`config.mk`:
```
export PLATFORM = sky130hd
export DESIGN_NAME = keypad_scan_ctrl
export DESIGN_NICKNAME = d
export VERILOG_FILES = /design/src/rtl/keypad_pkg.sv /design/src/rtl/key_event_fifo.sv /design/src/rtl/keypad_scan_ctrl.sv
export SDC_FILE = /design/constraint.sdc
export NUM_CORES = 1
export LEC_CHECK = 0
export ABC_AREA = 1
export BUFFER_PORTS_ARGS = -buffer_cell sky130_fd_sc_hd__buf_2
export CORE_MARGIN = 2
export CORE_UTILIZATION = 23
export DETAILED_ROUTE_END_ITERATION = 16
export GPL_TIMING_DRIVEN = 0
export PLACE_DENSITY = 0.4
export SYNTH_ARGS = -nofsm -noshare
export SYNTH_HDL_FRONTEND = slang
export SYNTH_SLANG_ARGS = --single-unit
export TNS_END_PERCENT = 10
```
`constraint.sdc`:
```
create_clock -name clk -period 5.8 [get_ports clk]
set_input_delay 1.74 -clock clk [delete_from_list [all_inputs] [get_ports clk]]
set_output_delay 1.74 -clock clk [all_outputs]
set_load 0.01 [all_outputs]
```
`src/rtl/keypad_pkg.sv`:
```
// Shared types and lookup helpers for the 4x4 keypad scanner.
package keypad_pkg;

  typedef enum logic [2:0] {
    ST_DRIVE,
    ST_SETTLE,
    ST_SAMPLE,
    ST_NEXT,
    ST_EVAL
  } scan_state_e;

  localparam logic [3:0] COL_IDLE  = 4'b1111;
  localparam logic [7:0] KEY_CLEAR = 8'h01;

  // Column 0 drives the MSB low, column 3 the LSB.
  function automatic logic [3:0] col_drive(input logic [1:0] idx);
    case (idx)
      2'd0:    col_drive = 4'b0111;
      2'd1:    col_drive = 4'b1011;
      2'd2:    col_drive = 4'b1101;
      default: col_drive = 4'b1110;
    endcase
  endfunction

  function automatic logic [7:0] code_to_ascii(input logic [3:0] code);
    case (code)
      4'd0:    code_to_ascii = "1";
      4'd1:    code_to_ascii = "4";
      4'd2:    code_to_ascii = "7";
      4'd3:    code_to_ascii = "0";
      4'd4:    code_to_ascii = "2";
      4'd5:    code_to_ascii = "5";
      4'd6:    code_to_ascii = "8";
      4'd7:    code_to_ascii = KEY_CLEAR;
      4'd8:    code_to_ascii = "3";
      4'd9:    code_to_ascii = "6";
      4'd10:   code_to_ascii = "9";
      4'd11:   code_to_ascii = "=";
      4'd12:   code_to_ascii = "+";
      4'd13:   code_to_ascii = "-";
      4'd14:   code_to_ascii = "*";
      default: code_to_ascii = "/";
    endcase
  endfunction

  function automatic logic [3:0] onehot_index(input logic [15:0] img);
    onehot_index = 4'd0;
    for (int i = 0; i < 16; i++) begin
      if (img[i]) onehot_index = 4'(i);
    end
  endfunction

endpackage

```
`src/rtl/key_event_fifo.sv`:
```
// First-word-fall-through event FIFO with a sticky overflow flag for dropped pushes.
module key_event_fifo #(
  parameter int DEPTH = 4,
  parameter int WIDTH = 12
) (
  input  logic             clk_i,
  input  logic             rst_i,
  input  logic             push_i,
  input  logic [WIDTH-1:0] data_i,
  input  logic             pop_i,
  output logic [WIDTH-1:0] data_o,
  output logic             valid_o,
  output logic             overflow_o
);

  localparam int AW = (DEPTH > 1) ? $clog2(DEPTH) : 1;

  logic [WIDTH-1:0] mem_q [DEPTH];
  logic [AW-1:0]    wr_ptr_q, rd_ptr_q;
  logic [AW:0]      count_q, count_d;
  logic             valid_q;
  logic             overflow_q;
  logic             full, do_pop, do_push, drop;

  assign full    = (count_q == (AW+1)'(DEPTH));
  assign do_pop  = pop_i && valid_q;
  assign do_push = push_i && (!full || do_pop);
  assign drop    = push_i && full && !do_pop;

  // NOTE: every variable assigned in always_comb gets a default first, so no latch is inferred.
  always_comb begin
    count_d = count_q;
    case ({do_push, do_pop})
      2'b10:   count_d = count_q + (AW+1)'(1);
      2'b01:   count_d = count_q - (AW+1)'(1);
      default: count_d = count_q;
    endcase
  end

  // NOTE: sequential state uses non-blocking assignments so all registers update together.
  always_ff @(posedge clk_i) begin
    if (rst_i) begin
      wr_ptr_q   <= '0;
      rd_ptr_q   <= '0;
      count_q    <= '0;
      valid_q    <= 1'b0;
      overflow_q <= 1'b0;
    end else begin
      if (do_push) wr_ptr_q <= wr_ptr_q + AW'(1);
      if (do_pop)  rd_ptr_q <= rd_ptr_q + AW'(1);
      count_q <= count_d;
      valid_q <= (count_d != '0);
      if (drop) overflow_q <= 1'b1;
    end
  end

  // NOTE: storage is not reset; the head is masked by valid, so stale entries never leak out.
  always_ff @(posedge clk_i) begin
    if (do_push) mem_q[wr_ptr_q] <= data_i;
  end

  assign data_o     = valid_q ? mem_q[rd_ptr_q] : '0;
  assign valid_o    = valid_q;
  assign overflow_o = overflow_q;

endmodule

```
`src/rtl/keypad_scan_ctrl.sv`:
```
// Column scan sequencer with whole-image debounce; one event per clean single-key press.
module keypad_scan_ctrl
  import keypad_pkg::*;
#(
  parameter int SETTLE_CYC     = 10,
  parameter int DEBOUNCE_SCANS = 4,
  parameter int FIFO_DEPTH     = 4
) (
  input  logic       clk,
  input  logic       rst,
  input  logic [3:0] row,
  output logic [3:0] col,
  output logic [3:0] key_code,
  output logic [7:0] key_ascii,
  output logic       key_valid,
  input  logic       key_ready,
  output logic       overflow
);

  localparam int SW = (SETTLE_CYC > 1) ? $clog2(SETTLE_CYC) : 1;
  localparam int DW = $clog2(DEBOUNCE_SCANS + 1);
  localparam logic [SW-1:0] SETTLE_LAST = SW'(SETTLE_CYC - 1);
  localparam logic [DW-1:0] STAB_MAX    = DW'(DEBOUNCE_SCANS);

  scan_state_e   state_q, state_d;
  logic [1:0]    col_idx_q, col_idx_d;
  logic [SW-1:0] settle_q, settle_d;
  logic [3:0]    col_q, col_d;
  logic [15:0]   cur_img_q, cur_img_d;
  logic [15:0]   cand_img_q, cand_img_d;
  logic [15:0]   deb_img_q, deb_img_d;
  logic [DW-1:0] stab_q, stab_d;
  logic          push;
  logic [11:0]   push_data;
  logic [11:0]   head;

  always_comb begin
    state_d    = state_q;
    col_idx_d  = col_idx_q;
    settle_d   = settle_q;
    col_d      = col_q;
    cur_img_d  = cur_img_q;
    cand_img_d = cand_img_q;
    deb_img_d  = deb_img_q;
    stab_d     = stab_q;
    push       = 1'b0;
    push_data  = '0;

    case (state_q)
      ST_DRIVE: begin
        col_d    = col_drive(col_idx_q);
        settle_d = '0;
        state_d  = ST_SETTLE;
      end
      ST_SETTLE: begin
        if (settle_q == SETTLE_LAST) state_d  = ST_SAMPLE;
        else                         settle_d = settle_q + SW'(1);
      end
      ST_SAMPLE: begin
        // Bit col*4+r holds row r; row[3] is physical row 0.
        cur_img_d[{col_idx_q, 2'b00} +: 4] = ~{row[0], row[1], row[2], row[3]};
        state_d = ST_NEXT;
      end
      ST_NEXT: begin
        if (col_idx_q == 2'd3) begin
          state_d = ST_EVAL;
        end else begin
          col_idx_d = col_idx_q + 2'd1;
          state_d   = ST_DRIVE;
        end
      end
      ST_EVAL: begin
        col_idx_d = 2'd0;
        state_d   = ST_DRIVE;
        if (cur_img_q == cand_img_q) begin
          if (stab_q != STAB_MAX) stab_d = stab_q + DW'(1);
        end else begin
          cand_img_d = cur_img_q;
          stab_d     = DW'(1);
        end
        // Only a fresh single key out of a fully released image is an event.
        if (stab_d == STAB_MAX && stab_q != STAB_MAX) begin
          deb_img_d = cand_img_d;
          if ($countones(cand_img_d) == 1 && deb_img_q == '0) begin
            push      = 1'b1;
            push_data = {onehot_index(cand_img_d), code_to_ascii(onehot_index(cand_img_d))};
          end
        end
      end
      default: state_d = ST_DRIVE;
    endcase
  end

  always_ff @(posedge clk) begin
    if (rst) begin
      state_q    <= ST_DRIVE;
      col_idx_q  <= 2'd0;
      settle_q   <= '0;
      col_q      <= COL_IDLE;
      cur_img_q  <= '0;
      cand_img_q <= '0;
      deb_img_q  <= '0;
      stab_q     <= '0;
    end else begin
      state_q    <= state_d;
      col_idx_q  <= col_idx_d;
      settle_q   <= settle_d;
      col_q      <= col_d;
      cur_img_q  <= cur_img_d;
      cand_img_q <= cand_img_d;
      deb_img_q  <= deb_img_d;
      stab_q     <= stab_d;
    end
  end

  key_event_fifo #(
    .DEPTH (FIFO_DEPTH),
    .WIDTH (12)
  ) u_fifo (
    .clk_i      (clk),
    .rst_i      (rst),
    .push_i     (push),
    .data_i     (push_data),
    .pop_i      (key_ready),
    .data_o     (head),
    .valid_o    (key_valid),
    .overflow_o (overflow)
  );

  assign col                   = col_q;
  assign {key_code, key_ascii} = head;

endmodule

```
* Word level (Yosys, flattened, before mapping)
Memory sizes are Yosys's and may differ from the RTL's. A register that Yosys moved wholly into a read port is not among the register bits. Index checks and enable logic that the tools add are counted.
Storage, ports and cells: latch bits 0, flip-flop bits (word level) 73, logic and storage cells 121, bits in writable memories 48, bits of input ports 7, output and inout bits 18, memories kept 2, bits in read-only memories 96
Cells by class: bitwise operators 1, $lt $le $gt $ge 0, mux-type cells 44, equal/unequal tests 18, divide/modulo/power cells 0, shift operators 2, reduce and logical (&&, ||, !) cells 18, add/sub/neg operators 23, multipliers 0
Memory list:
- (no name shown) | words 16, width 6, read ports 1, clocked after Yosys merged registers in 0, wr ports 0, line keypad_pkg.sv:26 | case (code)
- u_fifo.mem_q | words 4, width 12, read ports 1, clocked after Yosys merged registers in 1, wr ports 1, line key_event_fifo.sv:18 | logic [WIDTH-1:0] mem_q [DEPTH];
Operator list (number):
- $mux W4 | 18
- $mux W12 | 4
- $mux W16 | 2
- $add A1 B1 Y2 | 8
- $bwmux W16 | 1
- $eq A16 B16 Y1 | 1
- $logic_not A16 Y1 | 1
- $shift A4 B6 Y16 const A | 1
- $shiftx A4 B6 Y16 | 1
- $mux W3 | 5
- $add A2 B2 Y3 | 4
- $pmux W3 S4 | 1
- $pmux W4 S3 | 1
- $eq A3 B3 Y1 const B | 3
- $add A3 B3 Y4 | 2
- $pmux W4 S2 | 1
- $add A2 B1 Y2 const B | 3
- $add A3 B1 Y3 const B | 2
- $eq A2 B2 Y1 const B | 3
- $eq A3 B2 Y1 const B | 2
- $logic_and A1 B1 Y1 | 6
- $mux W1 | 6
- $mux W2 | 3
- $ne A2 B2 Y1 const B | 3
- other kinds (19) | 24

* Depth between registers and ports, before layout
Gate-level depths: netlist of run 1. An unclocked memory read counts as a cell.
depth in word-level cells 25, mapped depth 23, depth with buffers taken out 23

* By module
A second synthesis of run 1 with hierarchy kept.
Second synthesis, totals: cells, all modules 656, area total of the unflattened synthesis 5864.4 µm²
Modules (own cells, without submodules):
- keypad_scan_ctrl | instances 1, cells each 443, area an instance 3443.3 µm², sequential area each 1281.2 µm²
- key_event_fifo | instances 1, cells each 213, area an instance 2421.1 µm², sequential area each 1661.6 µm²

* Worst setup path after synthesis of run 1
Ideal clock, no wire load.
path type register to register, from register cur_img_q[10], to memory u_fifo.mem_q[0][0] (enable), clock period less this slack 4722 ps, data required time 5424 ps, arrival time 4346 ps, stages on the path, launching flop included 16, path slack 1078 ps, path buffers 1, setup time 376 ps, cell sequence dfxtp_1 clkbuf_1 fa_1 inv_1 fa_1 fa_1 inv_1 fa_1 ha_1 fa_1 nand3b_1 nor4_1 nand4_1 nor2_2 nand2_2 nor2_1
Between the ends: word-level cells in the longest chain between the ends 15, elaborated cells between the ends (all ways) 30, those cells by class add/sub: 15; eq/ne: 3; mux: 9; reduce/logical: 3
RTL lines:
- start, declared | line keypad_scan_ctrl.sv:29 | logic [15:0] cur_img_q, cur_img_d;
- start signal, assigned | line keypad_scan_ctrl.sv:109 | cur_img_q <= cur_img_d;
- $eq A16 B16 Y1 | line keypad_scan_ctrl.sv:75 | if (cur_img_q == cand_img_q) begin
- $mux W16 | line keypad_scan_ctrl.sv:75
- $mux W16 | line keypad_scan_ctrl.sv:49 | case (state_q)
- $add A1 B1 Y2 (not written as such) | line keypad_scan_ctrl.sv:84 | if ($countones(cand_img_d) == 1 && deb_img_q == '0) begin
- $add A2 B2 Y3 (not written as such) | line keypad_scan_ctrl.sv:84
- $add A3 B3 Y4 (not written as such) | line keypad_scan_ctrl.sv:84
- $add A4 B4 Y5 (not written as such) | line keypad_scan_ctrl.sv:84
- $eq A5 B1 Y1 | line keypad_scan_ctrl.sv:84
- $logic_and A1 B1 Y1 | line keypad_scan_ctrl.sv:84
- $mux W1 | line keypad_scan_ctrl.sv:84
- $mux W1 (*) | line keypad_scan_ctrl.sv:82 | if (stab_d == STAB_MAX && stab_q != STAB_MAX) begin
- $mux W1 (*) | line keypad_scan_ctrl.sv:49
- $logic_and A1 B1 Y1 (*) | line key_event_fifo.sv:27 | assign do_push = push_i && (!full || do_pop);
- $mux W1 (*) | line key_event_fifo.sv:59 | if (do_push) mem_q[wr_ptr_q] <= data_i;
- $mux W1 (not written as such) (*) | line key_event_fifo.sv:59
- end, declared | line key_event_fifo.sv:18
Every way passes the cells marked *; elsewhere a longest branch is shown, timed or not. The select of a mux whose other input is x is not followed.

* Final worst setup path of run 1
from register cur_img_q[2], to memory u_fifo.mem_q[0][10] (enable)
Same word-level chain as after synthesis.

==> results.tsv, run 1 <==
metric	value	unit
worst_ir_drop_vdd	0.190	mV
vertical_die_dimension	162	um
dr.pass1.iters	4	
power.leakage	2.76	nW
placed_cell_area	6260	um^2
worst_endpoint_required_time	5850	ps
synth.top_cells.by_area	sky130_fd_sc_hd__dfxtp_1 26%, sky130_fd_sc_hd__edfxtp_1 21%, sky130_fd_sc_hd__nand2_1 6.9%	
final-setup-viol-count	0	
clkLatencyLatePin	420	ps
globalRouteOverflowTotal	0	
global_route.usage.total	12.0	%
via_per_inst	4.30	
layout-area-overhead-vs-synth	19.0	%
path_buf_inv	2	
tritoncts	done	
port_buffers	21	
rsz0062_at_grt	false	
type_of_origin_of_the_critical_path	register	
cts_sinks	115	
numCtsBuffers	17	
cap_violations	0	
routedWlPerCell	13.9	um
post_synth_instance_area	5750	um^2
postRouteAntennaNets	0	
timing.critical_path.slowest_stage_cell	sky130_fd_sc_hd__nor2_2	
diode_count	0	
synth.avg_cell_area	8.20	um^2
synth_register_bits	115	
powerDensity	329	nW/um^2
critPathMaxFanout	10	
drive_above_1_share	10.9	%
final.min_clock_period	5430	ps
yosys_cell_types	37	
worstSetupPathType	register to register	
fin_area	6840	um^2
synth_top_cell_area_share	26.1	%
worstPathCellList	inv_1, fa_1, fa_1, fa_1, inv_1, fa_1, ha_1, fa_1, nand3b_1, nor4_1, nand4_1, nor2_2, nand2_2, nor2_2	
critical_path.most_common_cell	sky130_fd_sc_hd__fa_1	
io_pins	25	
post_synth_inst_count	701	
endpoint_kind	register	
final_nets	784	
power.total	0.00225	W
num-fill-cells	2672	
timing_worst_slew_pin_value	737	ps
achievable-frequency	184	MHz
cts.reportedPaths.clkPinSlew	60	ps
setup_fix_buffers_added_after_clock_tree_synthesis	0	
slew-limit-headroom	50.8	%
hold_viol	0	
starting_density_of_the_core	23.5	%
dr_total_vias	4643	
finalWirelength	15000	um
hpwlAfterDp	10900	um
critPathMaxStageDelay	570	ps
yosysWarningCount	0	
first_global_vias	4558	
hold_slack	460	ps
fp-row-count	57	
run_status	finished clean	
timing.final.max_slew_violations	0	
synthDominantAreaCellType	sky130_fd_sc_hd__dfxtp_1	
drc	0	
design.die.area	26300	um^2
fin_crit_sh	93.6	%
floorplan.core_area	24500	um^2
gpl.final_weighted_congestion	0.742	
worstPathArrival	5480	ps
die-width	162	um
cts-htree-levels	4	
clock_path_buffers	2	
hold_buffers	0	
clk_root_buffer_cell	sky130_fd_sc_hd__clkbuf_16	
seq_area_frac_synth	47.0	%
worst_hold_path_type	register to register	
finClkSkew	8.97	ps
initialDrtViolationCount	160	
first_pass_grt_wire_length	24000	um
grt_max_degree	17	
cpLargestDelayFamily	adder cells	
grt_antenna_before_repair	0	
-- power breakdown --
part | switching (W) | total, W | internal (W)
clock | 0.000386 | 0.00101 | 0.000627
sequential | 0.0000214 | 0.000877 | 0.000856
combinational | 0.000245 | 0.000364 | 0.000119
-- cells in the final DEF, fill, tap and decap left out, types with 11 or more instances in the layout --
master and n:
sky130_fd_sc_hd__a211oi_1 16, sky130_fd_sc_hd__a21oi_1 46, sky130_fd_sc_hd__a31oi_1 13, sky130_fd_sc_hd__buf_2 23
sky130_fd_sc_hd__clkbuf_1 24, sky130_fd_sc_hd__clkbuf_16 17, sky130_fd_sc_hd__dfxtp_1 75, sky130_fd_sc_hd__edfxtp_1 40
sky130_fd_sc_hd__fa_1 11, sky130_fd_sc_hd__ha_1 24, sky130_fd_sc_hd__inv_1 92, sky130_fd_sc_hd__inv_2 13
sky130_fd_sc_hd__nand2_1 106, sky130_fd_sc_hd__nand3_1 19, sky130_fd_sc_hd__nor2_1 88, sky130_fd_sc_hd__nor3_1 11
sky130_fd_sc_hd__o21ai_0 54, sky130_fd_sc_hd__o22ai_1 14
-- worst paths after layout --
check                             start                            end  slack, ps  cells after the start
max reg2reg   cur_img_q[2]$_SDFFE_PP0P_  u_fifo.mem_q[0][10]$_DFFE_PP_        370                     14
max           cur_img_q[2]$_SDFFE_PP0P_  u_fifo.mem_q[0][10]$_DFFE_PP_        370                     14
min          deb_img_q[10]$_SDFFE_PP0P_     deb_img_q[10]$_SDFFE_PP0P_        460                      2
min reg2reg  deb_img_q[10]$_SDFFE_PP0P_     deb_img_q[10]$_SDFFE_PP0P_        460                      2
-- layout make-up --
class,count,area [um^2],share of cell area [%]
Buffer,28,123,1.79
Clock buffer,18,429,6.27
Clock inverter,14,139,2.03
Inverter,108,405,5.92
Multi-Input combinational cell,451,2530,37.0
Sequential cell,115,2700,39.5
Tap cell,324,405,5.92
Timing Repair Buffer,21,105,1.54
-- through the flow --
stage / cells / TNS (ps) / worst slack, ps / utilization, %
finish: 1079 / 0 / 373 / 28.0
global route: 1079 / 0 / 109 / 28.0
CTS: 1079 / 0 / 58.7 / 28.0
detailed placement: 1047 / -176 / -18.2 / 25.6
global placement: 1047 / 0 / 6.76 / 25.6
floorplan: 702 / 0 / 1080 / -
-- cell families (layout without fill, tap and decap cells) --
logic type	count (synthesis)	in the layout	synth area share, %
other cells	1	2	0.0652
compound gates	151	151	14.8
flops	115	115	47.0
buf+inv	136	189	9.18
xor+xnor	7	7	1.07
fa+ha+maj	35	35	9.05
simple gates	256	256	18.8
-- cells in the mapped netlist --
cell / count
sky130_fd_sc_hd__and3_1: 2
sky130_fd_sc_hd__dfxtp_1: 75
sky130_fd_sc_hd__o21ai_0: 54
sky130_fd_sc_hd__inv_2: 13
sky130_fd_sc_hd__nand3_1: 19
sky130_fd_sc_hd__clkinv_1: 3
sky130_fd_sc_hd__a22oi_2: 1
sky130_fd_sc_hd__a21boi_1: 1
sky130_fd_sc_hd__buf_4: 2
sky130_fd_sc_hd__nand3b_1: 4
sky130_fd_sc_hd__o21a_1: 1
sky130_fd_sc_hd__ha_1: 24
sky130_fd_sc_hd__nand2_1: 106
sky130_fd_sc_hd__nor3_1: 11
sky130_fd_sc_hd__clkbuf_1: 23
sky130_fd_sc_hd__o31ai_1: 1
sky130_fd_sc_hd__nor2_4: 1
sky130_fd_sc_hd__a31oi_1: 13
sky130_fd_sc_hd__nand4_1: 9
sky130_fd_sc_hd__nand2_2: 2
sky130_fd_sc_hd__fa_1: 11
sky130_fd_sc_hd__nor2_1: 92
sky130_fd_sc_hd__o211ai_1: 3
sky130_fd_sc_hd__xor2_1: 4
sky130_fd_sc_hd__inv_1: 92
sky130_fd_sc_hd__xnor2_1: 3
sky130_fd_sc_hd__edfxtp_1: 40
sky130_fd_sc_hd__nand3_2: 1
sky130_fd_sc_hd__o21ai_1: 1
sky130_fd_sc_hd__o22ai_1: 14
sky130_fd_sc_hd__a21oi_1: 46
sky130_fd_sc_hd__nor4_1: 4
sky130_fd_sc_hd__nor2_2: 5
sky130_fd_sc_hd__a211oi_1: 16
sky130_fd_sc_hd__buf_2: 2
sky130_fd_sc_hd__conb_1: 1
sky130_fd_sc_hd__buf_6: 1
-- sequential cells by signal, summed over array words and instances, names as in the netlist, named ones only --
signal,cells
col,4
u_fifo.overflow_o,1
cur_img_q,16
u_fifo.rd_ptr_q,2
deb_img_q,16
settle_q,4
u_fifo.valid_o,1
stab_q,3
state_q,3
cand_img_q,16
u_fifo.mem_q,40
u_fifo.wr_ptr_q,2
u_fifo.count_q,3
col_idx_q,2
-- worst reg2reg max path: cells and delay by family (launching register included) --
family                     cells  cell delay, ps
and+or+nand+nor                6            1750
adders and majority gates      6            2670
buffers and inverters          2             230
DFF                            1             420
-- what timing repair did --
action                                  in CTS  in global routing
pin swaps                                    0                  0
resized for setup                            2                  2
endpoints found under the setup margin      10                 20
-- routing by layer --
| layer | GRT usage, % | share of wire (%) | vias to the layer above |
|---|---|---|---|
| met2 | 20.7 | 48 | 65 |
| met1 | 15.0 | 48 | 2156 |
| met5 | 0 | 0 | - |
| li1 | - | - | 2407 |
| met4 | 3.38 | 1.0 | 0 |
| met3 | 2.78 | 2.9 | 15 |
Note: power is estimated with default switching activity, not from simulation.
==> inputs of run 2 (changes only) <==
--- a/config.mk
+++ b/config.mk
@@ -7,7 +7,8 @@
 export LEC_CHECK = 0
 export ABC_AREA = 1
 export BUFFER_PORTS_ARGS = -buffer_cell sky130_fd_sc_hd__buf_2
-export CORE_MARGIN = 2
+export CAP_MARGIN = 20
+export CORE_MARGIN = 1
 export CORE_UTILIZATION = 23
 export DETAILED_ROUTE_END_ITERATION = 16
 export GPL_TIMING_DRIVEN = 0
==> run 2 against run 1 <==
  * Final cell count barely moved
  * Critical endpoint is now u_fifo.mem_q[1][5]$_DFFE_PP_
  * Power up 6.3%
  * Count of clock-buffer cells in the layout rose by 1
  * Critical path type unchanged
  * Largest cell class unchanged
  * Sequential cell count did not move
==> results.tsv, run 2 (synthesis results as in run 1) <==
metric	value	unit
run_status	finished clean	
final_common_cell	sky130_fd_sc_hd__nand2_1	
type_of_origin_of_the_critical_path	register	
drc	0	
cts.reportedPaths.clkPinSlew	60	ps
min-delay-start	deb_img_q[10]$_SDFFE_PP0P_	
worst_endpoint_required_time	5930	ps
hpwlAfterDp	10900	um
global_route.usage.total	12.2	%
dr_total_vias	4572	
rsz0062_at_grt	false	
port_buffers	21	
hold_buffers	0	
post-route-worst-setup-slack	417	ps
final.min_clock_period	5380	ps
initialDrtViolationCount	233	
min_to	deb_img_q[10]$_SDFFE_PP0P_	
globalRouteOverflowTotal	0	
largest_reg_flops	40	
timing_worst_slew_pin_value	779	ps
timing.final.max_slew_violations	0	
postRouteAntennaNets	0	
num-fill-cells	2684	
io_pins	25	
critPathMaxFanout	8	
endpoint_kind	register	
first_global_vias	4490	
clock_path_buffers	2	
clkLatencyLatePin	420	ps
whs_path_depth	2	
clk_root_buffer_cell	sky130_fd_sc_hd__clkbuf_16	
powerDensity	346	nW/um^2
dp_worst_setup_slack	105	ps
starting_density_of_the_core	23.6	%
final_nets	785	
layout_common_cells	106 x sky130_fd_sc_hd__nand2_1, 92 x sky130_fd_sc_hd__inv_1, 89 x sky130_fd_sc_hd__nor2_1	
finalWirelength	14900	um
achievable-frequency	186	MHz
design.die.area	25600	um^2
cts_sinks	115	
total_negative_setup_slack	0	ps
ff2ff_setup_slack	420	ps
setup_fix_buffers_added_after_clock_tree_synthesis	0	
gpl.final_weighted_congestion	0.747	
dr.pass1.iters	4	
post_cts_resize_count	0	
vertical_die_dimension	160	um
worst-r2r-cell-count	15	
first_pass_grt_wire_length	23900	um
cap_violations	0	
numCtsBuffers	17	
grt_max_degree	17	
timing.rr.end	u_fifo.mem_q[1][5]$_DFFE_PP_	
grt_antenna_before_repair	0	
crit-reg2reg-launch	cur_img_q[2]$_SDFFE_PP0P_	
floorplan.core_area	24400	um^2
fp-row-count	57	
top_register	u_fifo.mem_q	
tritoncts	done	
hold_viol	0	
worstPathArrival	5510	ps
drive_above_1_share	10.8	%
worst_hold_path_type	register to register	
worst_ir_drop_vdd	0.178	mV
die-width	160	um
fin_crit_sh	92.8	%
power.leakage	2.80	nW
via_per_inst	4.23	
routedWlPerCell	13.8	um
diode_count	0	
cts-htree-levels	4	
slew-limit-headroom	48.1	%
finClkSkew	11.2	ps
worstSetupPathType	register to register	
layout-area-overhead-vs-synth	20.4	%
final-setup-viol-count	0	
[run 2: cell count changes in the layout (fill, tap and decap cells not counted)]
cell                         before  now
sky130_fd_sc_hd__clkinv_1         5    4
sky130_fd_sc_hd__bufinv_16        2    5
sky130_fd_sc_hd__clkinv_2         3    1
sky130_fd_sc_hd__buf_6            1    2
sky130_fd_sc_hd__clkbuf_1        24   25
sky130_fd_sc_hd__nor2_1          88   89
sky130_fd_sc_hd__clkinvlp_4       4    3
sky130_fd_sc_hd__nor2_2           9    8
[run 2: metal layers]
metal	routed length [um]	vias up	global-route usage, %	share of wire, %
met5	0	-	0	0
met4	167	0	3.94	1.1
met3	364	15	2.99	2.4
met2	7060	50	20.5	47
met1	7330	2102	15.3	49
li1	-	2405	-	-
[run 2: through the flow]
stage                     area, um^2  instances  util (%)  total power, W  hold WS (ps)
after global placement          6260       1047      25.7         0.00126           447
after floorplan                 5750        702         -         0.00113           430
after global routing            6920       1080      28.4         0.00251           500
after CTS                       6920       1080      28.4         0.00243           463
final                           6920       1080      28.4         0.00240           456
after detailed placement        6280       1048      25.7         0.00126           453
[run 2: final cells by class]
cell class | instances | area [um^2] | share of cell area [%]
clock inverters | 13 | 208 | 3.00
repair buffers | 22 | 116 | 1.68
flip-flops and latches | 115 | 2700 | 39.0
well taps | 324 | 405 | 5.85
plain buffers | 28 | 123 | 1.77
clock buffers | 19 | 433 | 6.25
multi-input cells | 451 | 2530 | 36.6
inverters | 108 | 405 | 5.85
[run 2: worst max-delay path by stage]
stage,from,to,slack (ps),depth (start not counted)
floorplan,cur_img_q[10]$_SDFFE_PP0P_,u_fifo.mem_q[0][0]$_DFFE_PP_,1080,15
CTS,cur_img_q[2]$_SDFFE_PP0P_,u_fifo.mem_q[0][4]$_DFFE_PP_,100,14
finish,cur_img_q[2]$_SDFFE_PP0P_,u_fifo.mem_q[1][5]$_DFFE_PP_,420,15
global placement,cur_img_q[2]$_SDFFE_PP0P_,u_fifo.mem_q[1][3]$_DFFE_PP_,20,14
detailed placement,cur_img_q[2]$_SDFFE_PP0P_,u_fifo.mem_q[0][3]$_DFFE_PP_,110,14
global route,cur_img_q[2]$_SDFFE_PP0P_,u_fifo.mem_q[1][2]$_DFFE_PP_,10,15
[run 2: where the power goes]
group          switching [W]  total, W  internal [W]
clock               0.000398   0.00116      0.000762
combinational       0.000243  0.000361      0.000118
sequential         0.0000211  0.000877      0.000856
total               0.000662   0.00240       0.00174
[run 2: worst max-delay path, stage by stage (launching register included)]
cell and delay (ps):
sky130_fd_sc_hd__dfxtp_1 410, sky130_fd_sc_hd__inv_1 180, sky130_fd_sc_hd__fa_1 510, sky130_fd_sc_hd__fa_1 520, sky130_fd_sc_hd__fa_1 540, sky130_fd_sc_hd__inv_1 50, sky130_fd_sc_hd__fa_1 430, sky130_fd_sc_hd__ha_1 230
sky130_fd_sc_hd__fa_1 420, sky130_fd_sc_hd__nand3b_1 200, sky130_fd_sc_hd__nor4_1 240, sky130_fd_sc_hd__nand4_1 190, sky130_fd_sc_hd__nor2_2 280, sky130_fd_sc_hd__nand2_2 190, sky130_fd_sc_hd__nor2_1 500, sky130_fd_sc_hd__buf_6 220
